$ cat config.mk
export PLATFORM = sky130hd
export DESIGN_NAME = seq_multiplier
export DESIGN_NICKNAME = d
export VERILOG_FILES = /design/src/rtl/alu_pkg.sv /design/src/rtl/seq_multiplier_adder.sv /design/src/rtl/seq_multiplier.sv
export SDC_FILE = /design/constraint.sdc
export NUM_CORES = 1
export LEC_CHECK = 0
export ABC_AREA = 1
export CAP_MARGIN = 0
export CORE_UTILIZATION = 43
export CTS_BUF_LIST = sky130_fd_sc_hd__clkbuf_8
export DETAILED_ROUTE_END_ITERATION = 8
export PLACE_DENSITY = 0.74
export SKIP_CTS_REPAIR_TIMING = 1
export SLEW_MARGIN = 10
export SYNTH_ARGS = -nofsm -noshare
export SYNTH_HDL_FRONTEND = slang
export SYNTH_SLANG_ARGS = --single-unit
$ cat constraint.sdc
create_clock -name i_clk -period 2.7 [get_ports i_clk]
set_input_delay 0.54 -clock i_clk [delete_from_list [all_inputs] [get_ports i_clk]]
set_output_delay 0.54 -clock i_clk [all_outputs]
set_load 0.02 [all_outputs]
$ cat src/rtl/alu_pkg.sv
// Shared ALU definitions: datapath width and multiplier FSM state encoding.
// Latency: none, constants only.
// Backpressure: not applicable.
package alu_pkg;

    // Width of the ALU adder. Everything on the multiply path is built around it.
    localparam int ALU_WIDTH = 32;

    // Multiplier FSM state encoding.
    localparam logic [1:0] ST_IDLE = 2'd0;
    localparam logic [1:0] ST_RUN  = 2'd1;
    localparam logic [1:0] ST_DONE = 2'd2;

endpackage

$ cat src/rtl/seq_multiplier_adder.sv
// ALU ripple adder: WIDTH-bit sum with carry-in and carry-out.
// Latency: purely combinational.
// Backpressure: none, no state.
module seq_multiplier_adder
    import alu_pkg::*;
#(
    parameter int WIDTH = ALU_WIDTH
) (
    input  logic [WIDTH-1:0] i_a,
    input  logic [WIDTH-1:0] i_b,
    input  logic             i_cin,
    output logic [WIDTH-1:0] o_result,
    output logic             o_cout
);

    // Carry-out is kept as the extra top bit of the widened sum.
    assign {o_cout, o_result} = {1'b0, i_a} + {1'b0, i_b} + {{WIDTH{1'b0}}, i_cin};

endmodule

$ cat src/rtl/seq_multiplier.sv
// Iterative unsigned shift-add multiplier producing a full 2*WIDTH product.
// Latency: o_valid rises WIDTH edges after the accepting edge; one op per WIDTH+2 cycles.
// Backpressure: o_ready high only in IDLE; o_valid/o_product held in DONE until i_ready.
module seq_multiplier
    import alu_pkg::*;
#(
    parameter int WIDTH = 32,
    parameter int CNT_W = $clog2(WIDTH)
) (
    input  logic               i_clk,
    input  logic               i_rst,
    input  logic               i_valid,
    output logic               o_ready,
    input  logic [WIDTH-1:0]   i_a,
    input  logic [WIDTH-1:0]   i_b,
    output logic               o_valid,
    input  logic               i_ready,
    output logic [2*WIDTH-1:0] o_product
);

    // The multiplier reuses the ALU adder, so its width is pinned to the adder's.
    generate
        if (WIDTH != ALU_WIDTH) begin : g_bad_width
            $error("seq_multiplier: WIDTH must equal ALU_WIDTH (32)");
        end
    endgenerate

    logic [1:0]         r_state;
    logic [WIDTH-1:0]   r_mcand;
    logic [WIDTH-1:0]   r_hi;
    logic [WIDTH-1:0]   r_lo;
    logic [CNT_W-1:0]   r_cnt;
    logic               r_valid;
    logic [2*WIDTH-1:0] r_product;

    logic [WIDTH-1:0]   w_addend;
    logic [WIDTH-1:0]   w_sum;
    logic               w_cout;
    logic               w_last;

    // Gating the addend with the multiplier LSB means a zero bit simply adds
    // nothing, so no separate bypass path around the adder is needed.
    assign w_addend = r_mcand & {WIDTH{r_lo[0]}};
    assign w_last   = (r_cnt == CNT_W'(WIDTH - 1));

    assign o_ready   = (r_state == ST_IDLE);
    assign o_valid   = r_valid;
    assign o_product = r_product;

    seq_multiplier_adder #(
        .WIDTH(WIDTH)
    ) u_adder (
        .i_a     (r_hi),
        .i_b     (w_addend),
        .i_cin   (1'b0),
        .o_result(w_sum),
        .o_cout  (w_cout)
    );

    // FSM: capture operands, run WIDTH add/shift steps, then hold the product until consumed.
    always_ff @(posedge i_clk) begin
        if (i_rst) begin
            r_state   <= ST_IDLE;
            r_mcand   <= '0;
            r_hi      <= '0;
            r_lo      <= '0;
            r_cnt     <= '0;
            r_valid   <= 1'b0;
            r_product <= '0;
        end else begin
            case (r_state)
                ST_IDLE: begin
                    if (i_valid) begin
                        r_mcand <= i_a;
                        r_lo    <= i_b;
                        r_hi    <= '0;
                        r_cnt   <= '0;
                        r_state <= ST_RUN;
                    end
                end
                ST_RUN: begin
                    // {carry, sum, lo} shifted right by one: the carry becomes the
                    // new hi MSB and the sum LSB drops into the top of lo.
                    r_hi <= {w_cout, w_sum[WIDTH-1:1]};
                    r_lo <= {w_sum[0], r_lo[WIDTH-1:1]};
                    if (w_last) begin
                        // Counter parks at WIDTH-1 so DONE fires exactly once;
                        // it is cleared again only by the next acceptance.
                        r_state   <= ST_DONE;
                        r_valid   <= 1'b1;
                        r_product <= {w_cout, w_sum, r_lo[WIDTH-1:1]};
                    end else begin
                        r_cnt <= r_cnt + 1'b1;
                    end
                end
                ST_DONE: begin
                    if (i_ready) begin
                        r_valid <= 1'b0;
                        r_state <= ST_IDLE;
                    end
                end
                default: begin
                    r_state <= ST_IDLE;
                    r_valid <= 1'b0;
                end
            endcase
        end
    end

endmodule
==> results.ini, run 1 <==
[clock_network]
cts.sinks=168
ctsHtreeMaxLevel=4
cts_max_path_buffers=2
clk_latency_ns=0.50
root_buffer=clkbuf_8
cts_tree=built
clkTransAtPathRegs_ns=0.11
cts-buffers-inserted=17

[timing]
slew_viol_final=0
worst_pin_slew_ns=0.828
finClkSkew_ns=0.0220
fmax_ghz=0.423
fin_crit_ns=2.36
fin_hold_ws_ns=0.472
tns_ns=0
post-route-period-util_pct=87.5
rsz0062_at_grt=no
relSlewSlack_pct=44.8
finalSetupViolCount=0
hold_viol_final=0

[global_route]
grt_max_degree=71
grt_use_total_pct=22.7
grt_pass1_wl_microns=39000
grt_pass1_vias=7994
use_met2_pct=38.1
grt_util_met3_pct=4.97
grt_antenna_before_repair=0
use_met1_pct=29.1
grt_overflow=0
grt-busiest-layer=met2

[placed_design]
hpwl_microns=17000
place.gp.congestion=0.943
portBuffers=133

[die]
core_area_sq_um=20300
dieArea_sq_um=21400
start_util_pct=44.1
die_h_microns=146
std_cell_rows=52
io_pins=134
die_w_microns=146

[yosys]
synth_nets=1474
ys_warn_count=0
syn-instance-count=1371
ys_seq_area_share_pct=37.6
ys_ff_latch=168
ys_types=34
synth.avg_cell_area_sq_um=6.52
synth_area_sq_um=8940

[worst_setup_path]
endpoint_kind=flip-flop
cp_cell_sequence=buf_12 -> nand2_1 -> inv_1 -> ha_1 -> nand2_1 -> nor2_1 -> nand3_1 -> nand3_1 -> nand2_1 -> nand2_1 -> nand2_1 -> nand2_1 -> nand2_1 -> a21oi_1
crit_type=flip-flop to flip-flop
worstPathArrival_ns=2.77
crit_top_cell=nand2_1
crit_path_start_kind=flip-flop
critPathSlowestCell=dfxtp_1
crit_fanout=30
path_delay_family=simple AND/OR/NAND/NOR gates
cp_num_buf_inv=2
crit_required_ns=3.11
cpPeakStageDelay_ns=0.37

[power_and_ir_drop]
clock_power_share_pct=36.7
p_comb_share_pct=11.5
switchingPower_w=0.00157
irDropWorstVdd_mv=0.314
p_seq_share_pct=51.8
p_leak_nw=5.27
p_int_w=0.00354
swShare_pct=30.8
p_per_area_nw_per_um2=470

[finish]
drive_gt1_share_pct=4.49
layout_commonest_cell=nand2_1
area_growth_pct=21.7
layout_common_cells=nand2_1, inv_1, dfxtp_1
num_antenna_cells=0
num-nets-final=1581
multi_input_area_sq_um=4530
fillCellCount=2060
fin_util_pct=53.6
final-seq-area_sq_um=3360

[route]
remaining_drc_errors=0
drtIter0Drc=503
antenna_left=0
wl_per_cell_microns=13.6
vias=8632
dr.pass1.iters=6
drt-total-wl_microns=23900
viasPerCell=4.90

[outcome]
outcome=completed

[flow_run]
cap_violations=0

[min_path]
hold_path_class=flip-flop to flip-flop

power by group through the flow:
stage | Clock, W | Combinational [W] | Sequential [W]
final | 0.00188 | 0.000588 | 0.00265
after global routing | 0.00202 | 0.000654 | 0.00267
after CTS | 0.00193 | 0.000590 | 0.00265
after detailed placement | 0 | 0.000587 | 0.00271
after global placement | 0 | 0.000579 | 0.00271
after floorplan | 0 | 0.000388 | 0.00269
state kept, by name (all words and copies together), names as in the netlist:
name	count
o_valid	1
r_hi	32
r_state	2
r_lo	32
o_product	64
r_mcand	32
r_cnt	5
worst paths after layout:
check,from,endpoint,slack [ns],depth (start not counted)
min reg2reg,o_product[0],o_product[0],0.47,2
max,r_lo[0],r_hi[18],0.34,14
min,o_product[0],o_product[0],0.47,2
max reg2reg,r_lo[0],r_hi[18],0.34,14
Yosys cell counts:
master      n  area (sq um)
o21ai_1     5          25.0
nor2_8      2          40.0
dfxtp_1   168          3360
nand2_1   482          1810
clkbuf_1   30           113
inv_4       2          12.5
inv_1     192           721
nor3_1      6          30.0
xor2_1     15           131
o21bai_1   17           128
buf_6       6          67.6
buf_2      20           100
nor2_1    108           405
nand2_2     5          31.3
and2_1      3          18.8
a21o_1      4          30.0
fa_1        1          20.0
buf_1       1          3.75
inv_2       3          11.3
buf_4       2          15.0
nand4_1     1          6.26
ha_1       34           425
a211oi_1    2          15.0
nand3b_1    5          37.5
nor2_2      2          12.5
o21ai_0    81           405
clkbuf_2    1          5.00
nand3_1    36           180
o21a_1     11          82.6
xnor2_1     1          8.76
a21oi_1    89           445
nand2_4     1          11.3
a31oi_1    32           200
nor2_4      3          33.8
through the flow:
stage / cells / area [sq um] / total power (W) / setup WS, ns
after global placement: 1729 / 10500 / 0.00329 / 0.459
after floorplan: 1371 / 8940 / 0.00307 / 0.308
final: 1761 / 10900 / 0.00512 / 0.336
after global routing: 1761 / 10900 / 0.00534 / 0.178
after CTS: 1761 / 10900 / 0.00517 / 0.390
after detailed placement: 1729 / 10500 / 0.00329 / 0.431
routing by layer:
metal	share of wire [%]	routed length, microns
met1	46	11100
met2	46	11100
met3	6.1	1450
met4	0.95	227
met5	0	0
logic make-up after synthesis:
logic type	Yosys count	share of synthesized area, %
buffers and inverters	257	11.7
AOI/OAI and AO/OA	241	14.9
adders and majority gates	35	4.98
and+or+nand+nor	654	29.2
DFF	168	37.6
xor gates and xnor gates	16	1.57
cell type report:
| class | count | share of cell area (%) |
|---|---|---|
| multi-input combinational | 946 | 41.6 |
| sequential | 168 | 30.9 |
| timing repair buffer | 148 | 13.6 |
| inverter | 197 | 6.84 |
| tap | 270 | 3.10 |
| clock buffer | 17 | 2.15 |
| clock inverter | 15 | 1.82 |
worst register-to-register path: cells and delay by family, from the launching register on:
kind	cells	cell delay (ns)
AO/OA/AOI/OAI	1	0.13
adder cells (fa/ha/maj)	1	0.33
buffers and inverters	2	0.22
flip-flops	1	0.37
AND/OR/NAND/NOR	10	1.24
Note: power is estimated with default switching activity, not from simulation.
==> inputs of run 2 (changes only) <==
--- a/config.mk
+++ b/config.mk
@@ -8,11 +8,11 @@
 export ABC_AREA = 1
 export CAP_MARGIN = 0
 export CORE_UTILIZATION = 43
-export CTS_BUF_LIST = sky130_fd_sc_hd__clkbuf_8
+export CTS_BUF_LIST = sky130_fd_sc_hd__clkbuf_4
 export DETAILED_ROUTE_END_ITERATION = 8
 export PLACE_DENSITY = 0.74
 export SKIP_CTS_REPAIR_TIMING = 1
-export SLEW_MARGIN = 10
+export SLEW_MARGIN = 5
 export SYNTH_ARGS = -nofsm -noshare
 export SYNTH_HDL_FRONTEND = slang
 export SYNTH_SLANG_ARGS = --single-unit
==> run 2 against run 1 <==
Combinational power barely moved. Power is 5.8% lower. Critical path type is now flip-flop to output port. Critical endpoint is now o_ready. Sequential power barely moved. Clock power decreased by 16%. First-iteration DRC count grew 9.1%.
==> results.ini, run 2 (same netlist as run 1, synthesis figures left out) <==
[clock_network]
cts_max_path_buffers=2
ctsHtreeMaxLevel=4
clk_latency_ns=0.62
cts-buffers-inserted=17
clkTransAtPathRegs_ns=0.21
root_buffer=clkbuf_4
cts.sinks=168
cts_tree=built

[timing]
tns_ns=0
worst_pin_slew_ns=0.840
slew_viol_final=0
post-route-period-util_pct=89.6
fin_crit_ns=2.42
finClkSkew_ns=0.0315
fin_hold_ws_ns=0.444
rsz0062_at_grt=no
relSlewSlack_pct=44.0
hold_viol_final=0
fmax_ghz=0.413
finalSetupViolCount=0

[worst_setup_path]
cpPeakStageDelay_ns=0.65
endpoint_kind=output port
reg2reg_depth=14
cp_cell_sequence=nor2_4 -> clkdlybuf4s50_1
crit_fanout=4
crit-reg2reg-launch=r_lo[0]
ff2ff_setup_slack_ns=0.33
path_delay_family=buffers and inverters
crit-reg2reg-capture=r_hi[18]
crit_type=flip-flop to output port
cp_num_buf_inv=1
crit_path_start_kind=flip-flop
crit_required_ns=2.16
critPathSlowestCell=clkdlybuf4s50_1
worstPathArrival_ns=1.88

[route]
drt-total-wl_microns=23800
remaining_drc_errors=0
antenna_left=0
viasPerCell=4.89
drtIter0Drc=549
dr.pass1.iters=5
wl_per_cell_microns=13.5
vias=8613

[min_path]
hold_path_class=primary input to flip-flop
worstHoldStart=i_b[21]
whs_path_depth=3
hold_end=r_lo[21]

[die]
io_pins=134
dieArea_sq_um=21400
die_w_microns=146
std_cell_rows=52
die_h_microns=146
core_area_sq_um=20300
start_util_pct=44.1

[global_route]
grt_overflow=0
grt_pass1_wl_microns=38800
grt_pass1_vias=7985
grt_use_total_pct=22.5
grt_antenna_before_repair=1
grt_max_degree=71

[finish]
fillCellCount=2080
final_cells=1762
fin_area_sq_um=10800
num-nets-final=1581
layout_commonest_cell=nand2_1
layout_common_cells=nand2_1, inv_1, dfxtp_1
drive_gt1_share_pct=4.49
largest_register_ffs=64
area_growth_pct=20.5

[power_and_ir_drop]
p_per_area_nw_per_um2=447
p_leak_nw=5.23
irDropWorstVdd_mv=0.298

[placed_design]
portBuffers=133
place.gp.congestion=0.943
dpl_cell_area_sq_um=10500
place_inst=1729
hpwl_microns=17000

[flow_run]
cap_violations=0

[outcome]
outcome=completed

==> run 2: cell types whose count changed in the layout (fill, tap and decap cells not counted), sizes merged <==
cell	delta
diode	+1
==> run 2: metrics by stage <==
| stage | total power (W) | setup slack (ns) | util (%) |
|---|---|---|---|
| floorplan | 0.00307 | 0.308 | - |
| global route | 0.00503 | 0.167 | 53.1 |
| global placement | 0.00329 | 0.459 | 51.5 |
| detailed placement | 0.00329 | 0.431 | 51.5 |
| CTS | 0.00485 | 0.241 | 53.1 |
| finish | 0.00482 | 0.281 | 53.1 |
==> run 2: where the power goes <==
group	switching [W]	internal, W	leakage, nW
clock	0.00113	0.000450	0.165
combinational	0.000351	0.000238	3.70
sequential	0.0000695	0.00259	1.37
total	0.00155	0.00327	5.23
==> run 2: worst max path at each step <==
| stage | startpoint | end | slack [ns] | cells after the start |
|---|---|---|---|---|
| global route | r_lo[0] | r_hi[18] | 0.17 | 14 |
| detailed placement | r_lo[0] | o_product[59] | 0.43 | 15 |
| floorplan | r_lo[0] | o_product[55] | 0.31 | 21 |
| global placement | r_lo[0] | o_product[58] | 0.46 | 15 |
| CTS | r_state[1] | o_ready | 0.24 | 2 |
| finish | r_state[1] | o_ready | 0.28 | 2 |
==> run 2: metal layers <==
| layer | up-vias | wire [microns] | global-route usage [%] |
|---|---|---|---|
| met5 | - | 0 | 0 |
| li1 | 4477 | - | - |
| met4 | 0 | 227 | 5.78 |
| met2 | 200 | 11000 | 38.0 |
| met1 | 3919 | 11200 | 29.0 |
| met3 | 17 | 1360 | 4.97 |
==> run 2: layout make-up <==
| class | count | area, sq um | share of cell area [%] |
|---|---|---|---|
| Multi-Input combinational cell | 946 | 4530 | 42.0 |
| Sequential cell | 168 | 3360 | 31.2 |
| Timing Repair Buffer | 148 | 1480 | 13.7 |
| Inverter | 197 | 744 | 6.90 |
| Tap cell | 270 | 338 | 3.13 |
| Clock inverter | 15 | 198 | 1.83 |
| Clock buffer | 17 | 128 | 1.18 |
| Antenna cell | 1 | 2.50 | 0.0232 |
==> run 2: tightest hold or removal path: stages <==
cell	delay, ns
clkdlybuf4s50_1	0.39
nand2_1	0.06
a31oi_1	0.07
==> inputs of run 3 (changes only) <==
--- a/config.mk
+++ b/config.mk
@@ -7,6 +7,7 @@
 export LEC_CHECK = 0
 export ABC_AREA = 1
 export CAP_MARGIN = 0
+export CORE_ASPECT_RATIO = 0.75
 export CORE_UTILIZATION = 43
 export CTS_BUF_LIST = sky130_fd_sc_hd__clkbuf_4
 export DETAILED_ROUTE_END_ITERATION = 8
==> run 3 against run 2 <==
Critical path depth unchanged. First-iteration DRC count up 59%. Clock power grew 4%. Register-to-register slack gained 0.03 ns. Routed wire length increased by 4.9%. Maximum frequency up 1.8%. Global-route usage up 1.3 points. Critical endpoint unchanged. Largest cell class unchanged.
==> results.ini, run 3 (same netlist as run 1, synthesis figures left out) <==
[clock_network]
cts_max_path_buffers=2
clkTransAtPathRegs_ns=0.19
cts.sinks=168
clk_latency_ns=0.60
ctsHtreeMaxLevel=4
cts-buffers-inserted=17
cts_tree=built
root_buffer=clkbuf_4

[power_and_ir_drop]
irDropWorstVdd_mv=0.280
p_comb_share_pct=12.0
clock_power_share_pct=33.6
p_seq_share_pct=54.4
p_int_w=0.00335
p_per_area_nw_per_um2=454
p_leak_nw=5.22
swShare_pct=31.5
switchingPower_w=0.00154

[worst_setup_path]
crit_required_ns=2.16
worstPathArrival_ns=1.84
crit_type=flip-flop to output port
cpPeakStageDelay_ns=0.62
crit_end=o_ready
crit-reg2reg-capture=r_hi[13]
critPathSlowestCell=clkdlybuf4s50_1
critPathLaunch=r_state[1]
cp_cell_sequence=nor2_4 -> clkdlybuf4s50_1
crit_path_start_kind=flip-flop
ff2ff_setup_slack_ns=0.36
crit-reg2reg-launch=r_lo[0]
crit_fanout=4
endpoint_kind=output port
reg2reg_depth=12

[finish]
num-nets-final=1578
drive_gt1_share_pct=4.30
largest_register_ffs=64
fillCellCount=1996
fin_area_sq_um=10800
layout_commonest_cell=nand2_1
area_growth_pct=20.7
layout_common_cells=nand2_1, inv_1, dfxtp_1

[die]
io_pins=134
die_w_microns=169
core_area_sq_um=20300
die_h_microns=127
start_util_pct=44.0
std_cell_rows=45
dieArea_sq_um=21400

[route]
drtIter0Drc=874
dr.pass1.iters=5
vias=8741
antenna_left=0
viasPerCell=4.94
remaining_drc_errors=0
drt-total-wl_microns=25000
wl_per_cell_microns=14.1

[timing]
finalSetupViolCount=0
relSlewSlack_pct=42.3
slew_viol_final=0
finClkSkew_ns=0.0251
tns_ns=0
fin_crit_ns=2.38
rsz0062_at_grt=no
fmax_ghz=0.421
worst_pin_slew_ns=0.865
post-route-period-util_pct=88.0
hold_viol_final=0

[placed_design]
portBuffers=133
place.gp.congestion=0.953
dpl_cell_area_sq_um=10500
hpwl_microns=17700

[global_route]
grt_pass1_wl_microns=40600
grt_max_degree=79
grt_overflow=0
grt_use_total_pct=23.9
grt_antenna_before_repair=1
grt_pass1_vias=7955

[min_path]
worstHoldStart=i_rst
hold_path_class=primary input to flip-flop

[outcome]
outcome=completed

[flow_run]
cap_violations=0

[run 3: cell count changes in the layout (fill, tap and decap cells not counted)]
cell | before | now
bufinv_16 | 0 | 1
inv_6 | 1 | 3
clkinvlp_4 | 1 | 0
clkinv_8 | 7 | 5
buf_4 | 12 | 8
buf_12 | 3 | 4
[run 3: final cells by class]
type	count	area [sq um]	area share (%)
Multi-Input combinational cell	946	4530	42.0
Sequential cell	168	3360	31.2
Timing Repair Buffer	145	1470	13.6
Inverter	197	744	6.90
Tap cell	282	353	3.27
Clock inverter	15	205	1.90
Clock buffer	17	128	1.18
Antenna cell	1	2.50	0.0232
[run 3: stage by stage]
stage / power [W] / hold slack, ns / setup slack (ns) / std cells / util, %
CTS: 0.00492 / 0.295 / 0.278 / 1770 / 53.1
finish: 0.00490 / 0.353 / 0.323 / 1771 / 53.1
global placement: 0.00329 / 0.453 / 0.466 / 1738 / 51.5
floorplan: 0.00307 / 0.443 / 0.308 / 1371 / -
global route: 0.00512 / 0.340 / 0.157 / 1771 / 53.1
detailed placement: 0.00329 / 0.454 / 0.433 / 1738 / 51.5
[run 3: critical path, delay by kind of cell (launching register included)]
family	cells	cell delay (ns)
and+or+nand+nor	1	0.19
DFF	1	0.44
buffers and inverters	1	0.62
[run 3: layer usage]
layer	part of all wire (%)	GRT usage [%]
met5	0	0
met2	40	34.0
met4	1.4	5.83
met1	51	35.6
met3	7.7	5.77
[run 3: worst min path at each step]
| stage | slack, ns | endpoint | cells after the start |
|---|---|---|---|
| detailed placement | 0.45 | o_product[10] | 2 |
| global placement | 0.45 | o_product[22] | 2 |
| global route | 0.34 | r_lo[18] | 4 |
| finish | 0.35 | r_lo[14] | 4 |
| CTS | 0.30 | r_lo[21] | 4 |
| floorplan | 0.44 | r_hi[0] | 2 |
[run 3: power by group through the flow]
stage	Sequential, W	Combinational, W	Clock [W]
CTS	0.00266	0.000584	0.00168
global route	0.00268	0.000655	0.00179
floorplan	0.00269	0.000388	0
detailed placement	0.00271	0.000581	0
finish	0.00266	0.000588	0.00165
global placement	0.00271	0.000574	0
